File: src/rtl/status_stack_unit_pkg.sv
// Shared definitions for the status/condition unit: flag positions,
// register operations, stack operations and condition test codes.
package status_pkg;

   localparam int F_Z   = 0;
   localparam int F_C   = 1;
   localparam int F_N   = 2;
   localparam int F_OVR = 3;

   typedef enum logic [2:0] {
      OP_LOAD       = 3'd0,
      OP_LOAD_CINV  = 3'd1,
      OP_LOAD_OVRET = 3'd2,
      OP_SET        = 3'd3,
      OP_RESET      = 3'd4,
      OP_LOAD_Y     = 3'd5,
      OP_SWAP       = 3'd6,
      OP_INVERT     = 3'd7
   } op_e;

   typedef enum logic [1:0] {
      STK_NONE = 2'b00,
      STK_PUSH = 2'b01,
      STK_POP  = 2'b10,
      STK_XCHG = 2'b11
   } stk_op_e;

   // Condition codes; odd codes are the complement of the even code below them.
   localparam logic [3:0] CC_LE    = 4'h0;
   localparam logic [3:0] CC_GT    = 4'h1;
   localparam logic [3:0] CC_LT    = 4'h2;
   localparam logic [3:0] CC_GE    = 4'h3;
   localparam logic [3:0] CC_EQ    = 4'h4;
   localparam logic [3:0] CC_NE    = 4'h5;
   localparam logic [3:0] CC_OVR   = 4'h6;
   localparam logic [3:0] CC_NOVR  = 4'h7;
   localparam logic [3:0] CC_CORZ  = 4'h8;
   localparam logic [3:0] CC_NCNZ  = 4'h9;
   localparam logic [3:0] CC_C     = 4'hA;
   localparam logic [3:0] CC_NC    = 4'hB;
   localparam logic [3:0] CC_NCORZ = 4'hC;
   localparam logic [3:0] CC_CNZ   = 4'hD;
   localparam logic [3:0] CC_N     = 4'hE;
   localparam logic [3:0] CC_NN    = 4'hF;

endpackage

File: src/rtl/status_stack_unit_lifo.sv
// MSR save/restore stack. Occupancy saturates at 0 and DEPTH; any push
// on a full stack or pop/exchange on an empty one sets a sticky error.
module status_lifo
   import status_pkg::*;
#(
   parameter int W_STAT = 4,
   parameter int DEPTH  = 8
)
(
   input  logic                       clk,
   input  logic                       nRST,
   input  logic [1:0]                 stkOp,
   input  logic [W_STAT-1:0]          msrOld,
   output logic [W_STAT-1:0]          stkTop,
   output logic                       restore,
   output logic [$clog2(DEPTH+1)-1:0] sp,
   output logic                       full,
   output logic                       empty,
   output logic                       err
);

   localparam int SPW = $clog2(DEPTH+1);
   localparam int IW  = $clog2(DEPTH);

   stk_op_e           opCode;
   logic [W_STAT-1:0] mem [DEPTH];
   logic [SPW-1:0]    spReg;
   logic [IW-1:0]     wrIdx;
   logic [IW-1:0]     topIdx;
   logic              errReg;
   logic              doPush;
   logic              doPop;
   logic              doXchg;
   logic              fault;

   assign opCode  = stk_op_e'(stkOp);
   assign full    = (spReg == SPW'(DEPTH));
   assign empty   = (spReg == '0);
   assign doPush  = (opCode == STK_PUSH) && !full;
   assign doPop   = (opCode == STK_POP)  && !empty;
   assign doXchg  = (opCode == STK_XCHG) && !empty;
   assign fault   = ((opCode == STK_PUSH) && full) ||
                    (((opCode == STK_POP) || (opCode == STK_XCHG)) && empty);
   assign wrIdx   = IW'(spReg);
   assign topIdx  = IW'(spReg - SPW'(1));
   // topIdx is meaningless when empty, but restore is low then
   assign stkTop  = mem[topIdx];
   assign restore = doPop | doXchg;
   assign sp      = spReg;
   assign err     = errReg;

   // Storage is deliberately left unreset; only the pointer defines validity.
   always_ff @(posedge clk) begin
      if (doPush)
         mem[wrIdx] <= msrOld;
      else if (doXchg)
         mem[topIdx] <= msrOld;
   end

   // Occupancy counter and sticky error flag.
   always_ff @(posedge clk or negedge nRST) begin
      if (!nRST) begin
         spReg  <= '0;
         errReg <= 1'b0;
      end else begin
         if (doPush)
            spReg <= spReg + SPW'(1);
         else if (doPop)
            spReg <= spReg - SPW'(1);
         if (fault)
            errReg <= 1'b1;
      end
   end

endmodule

File: src/rtl/status_stack_unit.sv
// Micro/machine status registers, condition test and ALU carry-in select,
// with MSR save/restore through the status_lifo stack.
module status_stack_unit
   import status_pkg::*;
#(
   parameter int W_STAT = 4,
   parameter int DEPTH  = 8
)
(
   input  logic                       clk,
   input  logic                       nRST,
   input  logic [2:0]                 op,
   input  logic                       nCEu,
   input  logic                       nCEm,
   input  logic [W_STAT-1:0]          nEm,
   input  logic [W_STAT-1:0]          flags_in,
   input  logic [W_STAT-1:0]          yin,
   input  logic [1:0]                 stk_op,
   input  logic [4:0]                 cond,
   input  logic [1:0]                 cin_sel,
   input  logic                       cin_inv,
   input  logic                       Cx,
   output logic                       Co,
   output logic                       CT,
   output logic [W_STAT-1:0]          usr,
   output logic [W_STAT-1:0]          msr,
   output logic [$clog2(DEPTH+1)-1:0] sp,
   output logic                       full,
   output logic                       empty,
   output logic                       err
);

   op_e               opCode;
   logic [W_STAT-1:0] usrReg;
   logic [W_STAT-1:0] msrReg;
   logic [W_STAT-1:0] usrNext;
   logic [W_STAT-1:0] msrOpVal;
   logic [W_STAT-1:0] msrMask;
   logic [W_STAT-1:0] msrNext;
   logic [W_STAT-1:0] stkTop;
   logic [W_STAT-1:0] src;
   logic              stkRestore;
   logic              fz, fc, fn, fv, lt;
   logic              carrySel;

   assign opCode = op_e'(op);

   status_lifo #(.W_STAT(W_STAT), .DEPTH(DEPTH)) uLifo (
      .clk     (clk),
      .nRST    (nRST),
      .stkOp   (stk_op),
      .msrOld  (msrReg),
      .stkTop  (stkTop),
      .restore (stkRestore),
      .sp      (sp),
      .full    (full),
      .empty   (empty),
      .err     (err)
   );

   // Candidate next values for both registers as dictated by the op.
   always_comb begin
      usrNext  = usrReg;
      msrOpVal = msrReg;
      case (opCode)
         OP_LOAD: begin
            usrNext  = flags_in;
            msrOpVal = flags_in;
         end
         OP_LOAD_CINV: begin
            usrNext       = flags_in;
            usrNext[F_C]  = ~flags_in[F_C];
            msrOpVal      = flags_in;
            msrOpVal[F_C] = ~flags_in[F_C];
         end
         OP_LOAD_OVRET: begin
            usrNext         = flags_in;
            usrNext[F_OVR]  = flags_in[F_OVR] | usrReg[F_OVR];
            msrOpVal        = flags_in;
            msrOpVal[F_OVR] = flags_in[F_OVR] | msrReg[F_OVR];
         end
         OP_SET: begin
            usrNext  = '1;
            msrOpVal = '1;
         end
         OP_RESET: begin
            usrNext  = '0;
            msrOpVal = '0;
         end
         OP_LOAD_Y: begin
            usrNext  = msrReg;
            msrOpVal = yin;
         end
         OP_SWAP: begin
            usrNext  = msrReg;
            msrOpVal = usrReg;
         end
         OP_INVERT: begin
            msrOpVal = ~msrReg;
         end
         default: ;
      endcase
   end

   // A stack restore replaces the whole MSR and overrides the per-bit enables.
   assign msrMask = nCEm ? '0 : ~nEm;
   assign msrNext = stkRestore ? stkTop
                               : ((msrOpVal & msrMask) | (msrReg & ~msrMask));

   // Status register update.
   always_ff @(posedge clk or negedge nRST) begin
      if (!nRST) begin
         usrReg <= '0;
         msrReg <= '0;
      end else begin
         if (!nCEu)
            usrReg <= usrNext;
         msrReg <= msrNext;
      end
   end

   assign usr = usrReg;
   assign msr = msrReg;

   assign src = cond[4] ? msrReg : usrReg;
   assign fz  = src[F_Z];
   assign fc  = src[F_C];
   assign fn  = src[F_N];
   assign fv  = src[F_OVR];
   assign lt  = fn ^ fv;

   // Condition test on the selected register.
   always_comb begin
      CT = 1'b0;
      case (cond[3:0])
         CC_LE:    CT = lt | fz;
         CC_GT:    CT = ~lt & ~fz;
         CC_LT:    CT = lt;
         CC_GE:    CT = ~lt;
         CC_EQ:    CT = fz;
         CC_NE:    CT = ~fz;
         CC_OVR:   CT = fv;
         CC_NOVR:  CT = ~fv;
         CC_CORZ:  CT = fc | fz;
         CC_NCNZ:  CT = ~fc & ~fz;
         CC_C:     CT = fc;
         CC_NC:    CT = ~fc;
         CC_NCORZ: CT = ~fc | fz;
         CC_CNZ:   CT = fc & ~fz;
         CC_N:     CT = fn;
         CC_NN:    CT = ~fn;
         default:  CT = 1'b0;
      endcase
   end

   // ALU carry-in select with optional inversion.
   always_comb begin
      carrySel = 1'b0;
      case (cin_sel)
         2'b00:   carrySel = 1'b0;
         2'b01:   carrySel = 1'b1;
         2'b10:   carrySel = Cx;
         2'b11:   carrySel = fc;
         default: carrySel = 1'b0;
      endcase
      Co = carrySel ^ cin_inv;
   end

endmodule

File: config.mk
export PLATFORM = sky130hd
export DESIGN_NAME = status_stack_unit
export DESIGN_NICKNAME = d
export VERILOG_FILES = /design/src/rtl/status_stack_unit_pkg.sv /design/src/rtl/status_stack_unit_lifo.sv /design/src/rtl/status_stack_unit.sv
export SDC_FILE = /design/constraint.sdc
export NUM_CORES = 1
export LEC_CHECK = 0
export ABC_AREA = 1
export BUFFER_PORTS_ARGS = -buffer_cell sky130_fd_sc_hd__buf_2
export CELL_PAD_IN_SITES_DETAIL_PLACEMENT = 0
export CELL_PAD_IN_SITES_GLOBAL_PLACEMENT = 1
export CORE_MARGIN = 5
export CORE_UTILIZATION = 23
export DETAILED_ROUTE_END_ITERATION = 12
export PLACE_DENSITY_LB_ADDON = 0.15
export SETUP_SLACK_MARGIN = 0.3
export SLEW_MARGIN = 20
export SYNTH_ARGS = -nofsm -noshare
export SYNTH_HDL_FRONTEND = slang
export SYNTH_SLANG_ARGS = --single-unit
File: constraint.sdc
create_clock -name clk -period 3.4 [get_ports clk]
set_input_delay 0.34 -clock clk [delete_from_list [all_inputs] [get_ports clk]]
set_output_delay 0.34 -clock clk [all_outputs]
set_load 0.01 [all_outputs]
==> summary.md, run 1 <==
| Metric | Value |
|---|---|
| Reg2Reg Depth | 9 |
| DRT antenna net count | 0 |
| Worst Path Buf+Inv | 1 |
| GPL Wtd Cong | 0.7816 |
| FP Rows | 38 |
| VDD IR max | around 350 uV |
| Final std cell area, no fill | 0.003174 mm2 |
| Layout net count | 408 |
| CP startpoint kind | register |
| Max transition margin | 0.7027 |
| Final Skew | 0.003642 ns |
| Fmax | 386.9 MHz |
| Setup TNS | 0 ns |
| Vias per cell | 4.487 |
| Hold Vio Cnt, Final | 0 |
| Synth unique cells | 34 |
| CP max stage delay | roughly 0.43 ns |
| N_diodes | 0 |
| Endpoints failing setup | 0 |
| Mapped Cells | 322 |
| Minimum clock period | roughly 2.6 ns |
| Layout area overhead | 21.85% |
| Setup CP Type | register to register |
| Top cell type by total area after synthesis | edfxtp_1 |
| Type of the worst min-delay path | input pin to register |
| Status | finished clean |
| Syn_nets | 354 |
| Number of global-route vias before repair | 2253 |
| Final hold slack | 0.3343 ns |
| Total power | 2.477 mW |
| Antenna violations before repair | 0 |
| Crit share post-route | 0.7602 |
| Die area | 0.01355 mm2 |
| Top-count cell post-synth | nand2_1 |
| Die Y | 116.4 um |
| Avg WL per Cell | 14.72 um |
| Fin util | 0.2890 |
| Largest net degree at the start of global routing | 22 |
| Crit path max fanout | 18 |
| Clock sink count | 45 |
| Crit path DAT | 2.53 ns |
| Core area | 0.01098 mm2 |
| DRT Wirelength | 7.608 mm |
| Hold worst-path end | uLifo.err$_DFFE_PN0P_ |
| Worst Setup End Kind | register |
| Max-slew violations | 0 |
| Starting Density | 0.2372 |
| # fillers | 1180 |
| Crit. Startpoint | uLifo.sp[0]$_DFFE_PN0P_ |
| Htree depth | 2 |
| RSZ-0062 raised after global routing | false |
| Most area-consuming cells after synthesis | edfxtp_1 (37%), dfrtp_1 (12%), nand2_1 (11%) |
| Placement Cell Area | 0.003025 mm2 |
| Leak | 1.419 nW |
| DRC | 0 |
| Ys async rst share | 0.2889 |
| RR Startpoint | uLifo.sp[0]$_DFFE_PN0P_ |
| Top Ports | 47 |
| Starting DRT DRC Count | 134 |
| Sequential share of the synthesized area | 0.4938 |
| FF-to-FF End | uLifo.mem[4][2]$_DFFE_PP_ |
| First-pass GRT wire length | between 10 and 15 mm |
| Slowest-stage cell, CP | ha_1 |
| WHS Path Cells | 2 |
| DR vias | between 2k and 2.5k |
| Critical path's top delay family | simple AND/OR/NAND/NOR gates |
| Total gr overflow | 0 |
| PortBufs | 46 |
| Drt first pass iters | 6 |
| Mapped Avg Cell Area | a little over 8 um2 |
| Clock Latency Late Sink | 0.28 ns |
| Synthesized area | between 0.002 and 0.003 mm2 |
| Global Route Usage Sum | 0.1160 |
| Clock Pin Slew Worst Setup and Hold Paths | 0.06 ns |
| Maxcap violations | 0 |
| Clock buffer depth | 2 |
| Yosys top cell area share | 0.3689 |
| Worst-path cell chain | clkinv_1, ha_1, nand2_2, nor2_4, nor2_8, nand2_4, xor2_1, nand2_1, nor2_1 |
| Synth Register Bits | 45 |
| Reg2reg setup slack | approximately 0.8 ns |
| Syn. warnings | 0 |
| CP required | approximately 3.4 ns |
| # Post-CTS Setup Buffers | 0 |
| Most frequent cells after synthesis | nand2_1 (74), nor2_1 (52), inv_1 (36) |
| Share of cells above drive strength 1 | 0.1830 |
| TritonCTS clock tree | done |
| Prevailing post-synth register cell | edfxtp_1 |
| DP Wirelength | 5.858 mm |
| Pwr Density | 780.5 mW/mm2 |
| CTS Buf Count | 5 |
| Post-synth EDFFs | 32 |
| Least-Margin Pin Slew | roughly 0.44 ns |
| Root Buffer | clkbuf_16 |
| Die width | 116.4 um |
| Hold Startpoint | stk_op[1] |
power by group:
| part | internal [mW] | switching (mW) |
|---|---|---|
| Clock | 0.270 | 0.190 |
| Combinational | 0.382 | 0.779 |
| Sequential | 0.780 | 0.0770 |
layout by cell type (no fill, tap or decap), types with 2 or more instances in the layout:
master	n
ha_1	2
nand3_1	22
buf_4	5
clkinv_2	2
buf_2	46
clkbuf_16	5
nand4_1	4
inv_1	36
nor2_1	52
nor3_1	2
edfxtp_1	32
dfrtp_1	13
o21ai_0	34
a21oi_1	10
o22ai_1	7
xor2_1	4
o21ai_2	2
o211ai_1	2
o221ai_1	3
xnor2_1	2
nand2_1	74
nand3b_1	2
flip-flops by register name, summed over array words and instances (netlist names), named ones only:
register	count
uLifo.err	1
uLifo.mem	32
uLifo.sp	4
usr	4
worst register-to-register path: cells and delay by family (launching register included):
family	cells	cell delay, ns
XOR/XNOR	1	0.20
adder cells (fa/ha/maj)	1	0.43
buffers and inverters	1	0.36
flip-flops	1	0.35
AND/OR/NAND/NOR	6	0.92
layer usage:
metal,vias up,wire length (um),global-route usage
met2,57,3518,0.1865
met4,0,70,0.02552
met1,1066,3687,0.1596
met5,-,0,0
met3,4,332,0.02694
li1,1193,-,-
metrics by stage:
stage	setup WS, ns	instances
6_report	0.8153	517
5_1_grt	0.5830	517
4_1_cts	0.7795	517
3_5_place_dp	0.8058	508
3_3_place_gp	0.8720	508
2_1_floorplan	1.068	322
logic make-up after synthesis:
family	after synthesis	share of synthesized area
AOI/OAI and AO/OA	64	0.1436
DFF	45	0.4938
and+or+nand+nor	162	0.2695
buffers and inverters	43	0.06340
xor gates and xnor gates	6	0.02017
adders and majority gates	2	0.009605
area by class of cell:
class / count / area [um2] / area share
inverter: 38 / 142.6 / 0.04494
clock buffer: 6 / 128.9 / 0.04060
multi-input combinational: 234 / 1154 / 0.3634
timing repair buffer: 52 / 277.8 / 0.08750
sequential: 45 / 1286 / 0.4052
clock inverter: 2 / 10.01 / 0.003153
tap: 140 / 175.2 / 0.05518
how the worst max path moves through the flow:
stage	endpoint	slack, ns	depth (start not counted)
6_report	uLifo.mem[4][2]$_DFFE_PP_	0.82	9
5_1_grt	uLifo.mem[2][2]$_DFFE_PP_	0.58	9
3_3_place_gp	uLifo.mem[4][3]$_DFFE_PP_	0.87	9
2_1_floorplan	uLifo.mem[0][0]$_DFFE_PP_	1.07	10
3_5_place_dp	uLifo.mem[0][1]$_DFFE_PP_	0.81	9
4_1_cts	uLifo.mem[0][2]$_DFFE_PP_	0.78	9
timing repair:
action,CTS,global route
endpoints found under the setup margin,0,0
hold buffers,1,0
resized for setup,0,0
hold endpoints to repair,13,0
(Power assumes the default switching activity.)
==> run 2, diff against run 1 <==
==> constraint.sdc (replaced) <==
create_clock -name clk -period 2.55 [get_ports clk]
set_input_delay 0.255 -clock clk [delete_from_list [all_inputs] [get_ports clk]]
set_output_delay 0.255 -clock clk [all_outputs]
set_load 0.01 [all_outputs]
==> run 2 against run 1 <==
Against the previous run: flip-flop and latch count is the same; worst hold slack worse by 0.085 ns; cell count grew 0.58%; global-route usage grew 0.23 points; highest routed layer unchanged; clock power grew 61%; largest cell class unchanged; sequential share of layout area is 0.78 points lower; critical path type unchanged; register-to-register slack got worse by 0.48 ns; combinational power is 41% higher; sequential power rose by 34%; die area unchanged; power rose by 42%.
==> summary.md, run 2 (same netlist as run 1, synthesis figures left out) <==
| Metric | Value |
|---|---|
| Commonest cells after routing, fill and taps aside | nand2_1 (74), nor2_1 (49), buf_2 (46) |
| Max-slew violations | 0 |
| Top Ports | 47 |
| Worst Setup End Kind | register |
| Max transition margin | 0.7219 |
| Number of global-route vias before repair | 2286 |
| Crit share post-route | 0.8680 |
| N_diodes | 0 |
| Sequential Power Share | 0.327 |
| Worst Path Buf+Inv | 1 |
| RSZ-0062 raised after global routing | true |
| Endpoints failing setup | 0 |
| Type of the worst min-delay path | input pin to register |
| DRT antenna net count | 0 |
| Die width | 116.4 um |
| Status | finished clean |
| RR Startpoint | uLifo.sp[1]$_DFFE_PN0P_ |
| Antenna violations before repair | 0 |
| DR vias | about 2.3k |
| Crit path max fanout | 10 |
| Slowest-stage cell, CP | dfrtp_1 |
| GR peak layer | met2 |
| Combinational power share | 0.462 |
| Fmax | 451.8 MHz |
| Least-Margin Pin Slew | between 0.4 and 0.5 ns |
| DRT Wirelength | 7.738 mm |
| Setup TNS | 0 ns |
| Root Buffer | clkbuf_16 |
| FF-to-FF End | uLifo.mem[4][3]$_DFFE_PP_ |
| Clock share of power | 0.211 |
| Avg WL per Cell | 14.88 um |
| Number of flip-flops in the largest register | 32 |
| Critical path's top delay family | simple AND/OR/NAND/NOR gates |
| DP Wirelength | 5.997 mm |
| Critical path depth | 9 |
| Share of cells above drive strength 1 | 0.2000 |
| Maxcap violations | 0 |
| Drt first pass iters | 4 |
| Top reg by flops | uLifo.mem |
| Starting DRT DRC Count | between 150 and 200 |
| TritonCTS clock tree | done |
| CP Capture Point | uLifo.mem[4][3]$_DFFE_PP_ |
| Clock buffer depth | 2 |
| Reg2reg setup slack | between 0.3 and 0.4 ns |
| Worst-path cell chain | inv_1, ha_1, nand2_2, nor2_4, nor2_8, nand2_4, xor2_1, nand2_1, nor2_1 |
| Minimum clock period | 2.214 ns |
| First-pass GRT wire length | about 12 mm |
| Leak | 1.442 nW |
| Global Route Usage Sum | 0.1184 |
| # Post-CTS Setup Buffers | 0 |
| GPL Wtd Cong | 0.7545 |
| Htree depth | 2 |
| Final Skew | 0.005283 ns |
| Vias per cell | around 4.5 |
| Hold Vio Cnt, Final | 0 |
| Starting Density | 0.2372 |
| Register area | 0.001286 mm2 |
| Die area | 0.01355 mm2 |
| Crit path DAT | 2.16 ns |
| DRC | 0 |
| Met1 Resource Use GR | 0.1659 |
| Die Y | 116.4 um |
| PortBufs | 46 |
| CP max stage delay | 0.41 ns |
| Fin util | 0.2947 |
| Cell internal pwr | 2.056 mW |
| CP required | 2.50 ns |
| CTS Buf Count | 5 |
| Total gr overflow | 0 |
| Layout net count | 411 |
| FP Rows | 38 |
| P_sw | 1.469 mW |
| Core area | 0.01098 mm2 |
| Clock Pin Slew Worst Setup and Hold Paths | 0.06 ns |
| VDD IR max | approximately 370 uV |
| Setup CP Type | register to register |
| CP startpoint kind | register |
| Clock sink count | 45 |
| Switching Fraction | 0.4167 |
| Clock Latency Late Sink | ~0.28 ns |
| Layout area overhead | 24.26% |
| Crit. Startpoint | uLifo.sp[1]$_DFFE_PN0P_ |
| Routing usage on met3 | 0.02228 |
| Commonest non-fill, non-tap cell in the layout | nand2_1 |
| Met2 usage | 0.1884 |
| Area occupied by multi-input gates | 0.001161 mm2 |
| Largest net degree at the start of global routing | 22 |
| # fillers | 1202 |
| Reg2Reg Depth | 9 |
| Pwr Density | approximately 1100 mW/mm2 |
run 2: cell count changes in the layout (fill, tap and decap cells not counted):
cell        change
buf_4           +3
clkbuf_1        -1
clkinv_2        -2
nor2_1          -3
bufinv_16       +1
nor2_2          +3
clkinvlp_4      +1
clkinv_4        +1
run 2: worst min path at each step:
stage,from,end,slack (ns),cells after the start
after floorplan,nRST,asynchronous set/reset pin,-0.04,0
after global placement,nRST,uLifo.sp[1]$_DFFE_PN0P_,0.18,1
after detailed placement,nRST,uLifo.err$_DFFE_PN0P_,0.19,1
after CTS,stk_op[1],uLifo.err$_DFFE_PN0P_,0.24,2
after global routing,stk_op[1],uLifo.err$_DFFE_PN0P_,0.25,2
final,stk_op[1],uLifo.err$_DFFE_PN0P_,0.25,2
run 2: final cells by class:
type,count,share of cell area
clock buffers,5,0.03865
clock inverters,3,0.01430
inverters,38,0.04407
multi-input cells,234,0.3587
flip-flops and latches,45,0.3974
well taps,140,0.05412
repair buffers,55,0.09277
run 2: power groups by stage:
stage	logic, mW	clock network, mW	registers [mW]
final	1.63	0.742	1.15
after global routing	1.84	0.795	1.17
after CTS	1.67	0.760	1.16
after detailed placement	1.66	0	1.17
after global placement	1.69	0	1.17
after floorplan	0.907	0	1.23
run 2: per-stage QoR:
stage	power (mW)	instances	hold WS [ns]	setup WS, ns	instance area (um2)
2_1_floorplan	2.136	322	-0.04059	0.2939	2606
3_3_place_gp	2.865	511	0.1844	0.3748	3048
3_5_place_dp	2.829	511	0.1869	0.3301	3048
4_1_cts	3.584	520	0.2380	0.3134	3229
5_1_grt	3.807	520	0.2516	0.1894	3237
6_report	3.525	520	0.2492	0.3365	3237
run 2: layer usage:
layer / vias to the layer above / wire length (um)
met5: - / 0
met4: 0 / 61
met3: 4 / 369
met2: 49 / 3524
met1: 1085 / 3781
li1: 1201 / -
run 2: what timing repair did:
action / CTS / global route
hold buffers: 1 / 0
resized for setup: 0 / 3
hold endpoints to repair: 13 / 0
setup endpoints to repair: 0 / 28
==> run 3, diff against run 2 <==
--- a/config.mk
+++ b/config.mk
@@ -10,7 +10,7 @@
 export CELL_PAD_IN_SITES_DETAIL_PLACEMENT = 0
 export CELL_PAD_IN_SITES_GLOBAL_PLACEMENT = 1
 export CORE_MARGIN = 5
-export CORE_UTILIZATION = 23
+export CORE_UTILIZATION = 41
 export DETAILED_ROUTE_END_ITERATION = 12
 export PLACE_DENSITY_LB_ADDON = 0.15
 export SETUP_SLACK_MARGIN = 0.3
==> constraint.sdc (replaced) <==
create_clock -name clk -period 2.55 [get_ports clk]
set_input_delay 0.3825 -clock clk [delete_from_list [all_inputs] [get_ports clk]]
set_output_delay 0.3825 -clock clk [all_outputs]
set_load 0.01 [all_outputs]
==> run 3 against run 2 <==
Against the previous run: the flow now finishes with violations (hold timing); non-clock buffer count down 1; routed wire length down 13%; sequential share of layout area up 1.9 points; first-iteration DRC count fell by 39%; flip-flop and latch count stayed put; maximum frequency down 0.93%; power down 6.8%; clock skew up 0.0014 ns; highest routed layer unchanged.
==> summary.md, run 3 (same netlist as run 1, synthesis figures left out) <==
| Metric | Value |
|---|---|
| Leak | 1.413 nW |
| Starting Density | 0.4150 |
| FP Rows | 29 |
| RSZ-0062 raised after global routing | true |
| DR vias | 2374 |
| CTS Buf Count | 5 |
| Register area | 0.001286 mm2 |
| Antenna violations before repair | 0 |
| GPL Wtd Cong | 0.8186 |
| Crit path max fanout | 10 |
| Fmax | 447.6 MHz |
| Max transition margin | 0.7372 |
| VDD IR max | just under 600 uV |
| Largest net degree at the start of global routing | 22 |
| Hold Vio Cnt, Final | 5 |
| CP required | 2.51 ns |
| Htree depth | 2 |
| Least-Margin Pin Slew | slightly below 0.4 ns |
| DP Wirelength | 5.147 mm |
| P_sw | 1.402 mW |
| Top Ports | 47 |
| TritonCTS clock tree | done |
| Endpoints failing setup | 0 |
| Fin util | 0.4917 |
| Drt first pass iters | 4 |
| Clock sink count | 45 |
| Crit path DAT | 2.19 ns |
| Die area | 0.008048 mm2 |
| Failing checks | hold timing |
| Share of cells above drive strength 1 | 0.2005 |
| Die Y | 89.71 um |
| Top reg by flops | uLifo.mem |
| Die width | 89.71 um |
| Switching Fraction | 0.4269 |
| Setup TNS | 0 ns |
| Number of global-route vias before repair | about 2.3k |
| # fillers | 622 |
| Clock share of power | 0.161 |
| CP startpoint kind | register |
| PortBufs | 46 |
| Final hold slack | -0.0008086 ns |
| Cell internal pwr | 1.883 mW |
| # Post-CTS Setup Buffers | 0 |
| Starting DRT DRC Count | 103 |
| Root Buffer | clkbuf_8 |
| Type of the worst min-delay path | input pin to asynchronous set/reset pin |
| N_diodes | 0 |
| Commonest cells after routing, fill and taps aside | nand2_1 (73), nor2_1 (49), buf_2 (46) |
| Layout area overhead | 18.49% |
| DRT Wirelength | 6.758 mm |
| Combinational power share | 0.492 |
| Status | finished with violations |
| Hold-fix buffers at CTS | 0 |
| Sequential Power Share | 0.347 |
| Clock buffer depth | 2 |
| Commonest non-fill, non-tap cell in the layout | nand2_1 |
| Total gr overflow | 0 |
| Clock Pin Slew Worst Setup and Hold Paths | 0.08 ns |
| Minimum clock period | roughly 2.2 ns |
| Total power | 3.285 mW |
| Worst Setup End Kind | register |
| First-pass GRT wire length | 11.07 mm |
| DRC | 0 |
| Final Skew | roughly 0.0066 ns |
| Layout net count | 410 |
| Pwr Density | 1064 mW/mm2 |
| Vias per cell | 5.206 |
| Global Route Usage Sum | 0.1679 |
| Number of flip-flops in the largest register | 32 |
| Avg WL per Cell | about 15 um |
| Area occupied by multi-input gates | between 0.001 and 0.0015 mm2 |
| Core area | 0.006277 mm2 |
| DRT antenna net count | 0 |
| Crit share post-route | 0.8762 |
| Max-slew violations | 0 |
| Setup CP Type | register to register |
| Clock Latency Late Sink | approximately 0.29 ns |
| Maxcap violations | 0 |
[run 3: changes by cell type in the layout (fill, tap and decap cells not counted), sizes merged]
cell / before / now
dlygate4sd3: 1 / 0
clkbuf: 5 / 6
clkinvlp: 1 / 0
[run 3: critical path, cell delays in order (launching register included)]
cell,delay [ns]
dfrtp_1,0.41
inv_1,0.14
ha_1,0.25
nand2_2,0.09
nor2_4,0.16
nor2_8,0.08
nand2_4,0.10
xor2_1,0.19
nand2_1,0.14
nor2_1,0.34
[run 3: path summary, 6_finish.rpt]
check                                   startpoint                         end  slack, ns  cells past startpoint
min reg2reg                  uLifo.err$_DFFE_PN0P_       uLifo.err$_DFFE_PN0P_       0.48                      1
max                        uLifo.sp[1]$_DFFE_PN0P_   uLifo.mem[6][1]$_DFFE_PP_       0.32                      9
min in group clk                         stk_op[1]       uLifo.err$_DFFE_PN0P_       0.36                      2
max in group asynchronous                     nRST          usr[0]$_DFFE_PN0P_       2.26                      1
max reg2reg                uLifo.sp[1]$_DFFE_PN0P_   uLifo.mem[6][1]$_DFFE_PP_       0.32                      9
min                                           nRST  asynchronous set/reset pin    -0.0008                      1
[run 3: power groups by stage]
stage | logic [mW] | clock network [mW] | registers [mW]
finish | 1.61 | 0.530 | 1.14
global route | 1.81 | 0.576 | 1.16
floorplan | 0.907 | 0 | 1.23
detailed placement | 1.60 | 0 | 1.16
global placement | 1.61 | 0 | 1.16
CTS | 1.61 | 0.541 | 1.14
[run 3: routing by layer]
metal | wire length [um] | global-route usage | part of all wire | up-vias
met2 | 3315 | 0.2848 | 0.49 | 86
met4 | 116 | 0.04786 | 0.017 | 0
met1 | 2970 | 0.2147 | 0.44 | 1075
met5 | 0 | 0 | 0 | -
met3 | 356 | 0.03589 | 0.053 | 14
li1 | - | - | - | 1199
[run 3: cell type report]
cell class	instances	area share
flip-flops and latches	45	0.4167
inverters	38	0.04621
well taps	77	0.03121
clock inverters	2	0.01135
clock buffers	6	0.02351
repair buffers	54	0.09404
multi-input cells	234	0.3770
[run 3: per-stage QoR]
step	instance area, um2	setup slack [ns]	cells
3_5_place_dp	2969	0.3544	448
6_report	3087	0.3158	456
5_1_grt	3087	0.2013	456
4_1_cts	3077	0.3304	456
2_1_floorplan	2606	0.2939	322
3_3_place_gp	2969	0.4387	448
[run 3: what timing repair did]
item,CTS,global route
endpoints found under the hold margin,0,0
gates resized for setup,0,5
endpoints found under the setup margin,0,29
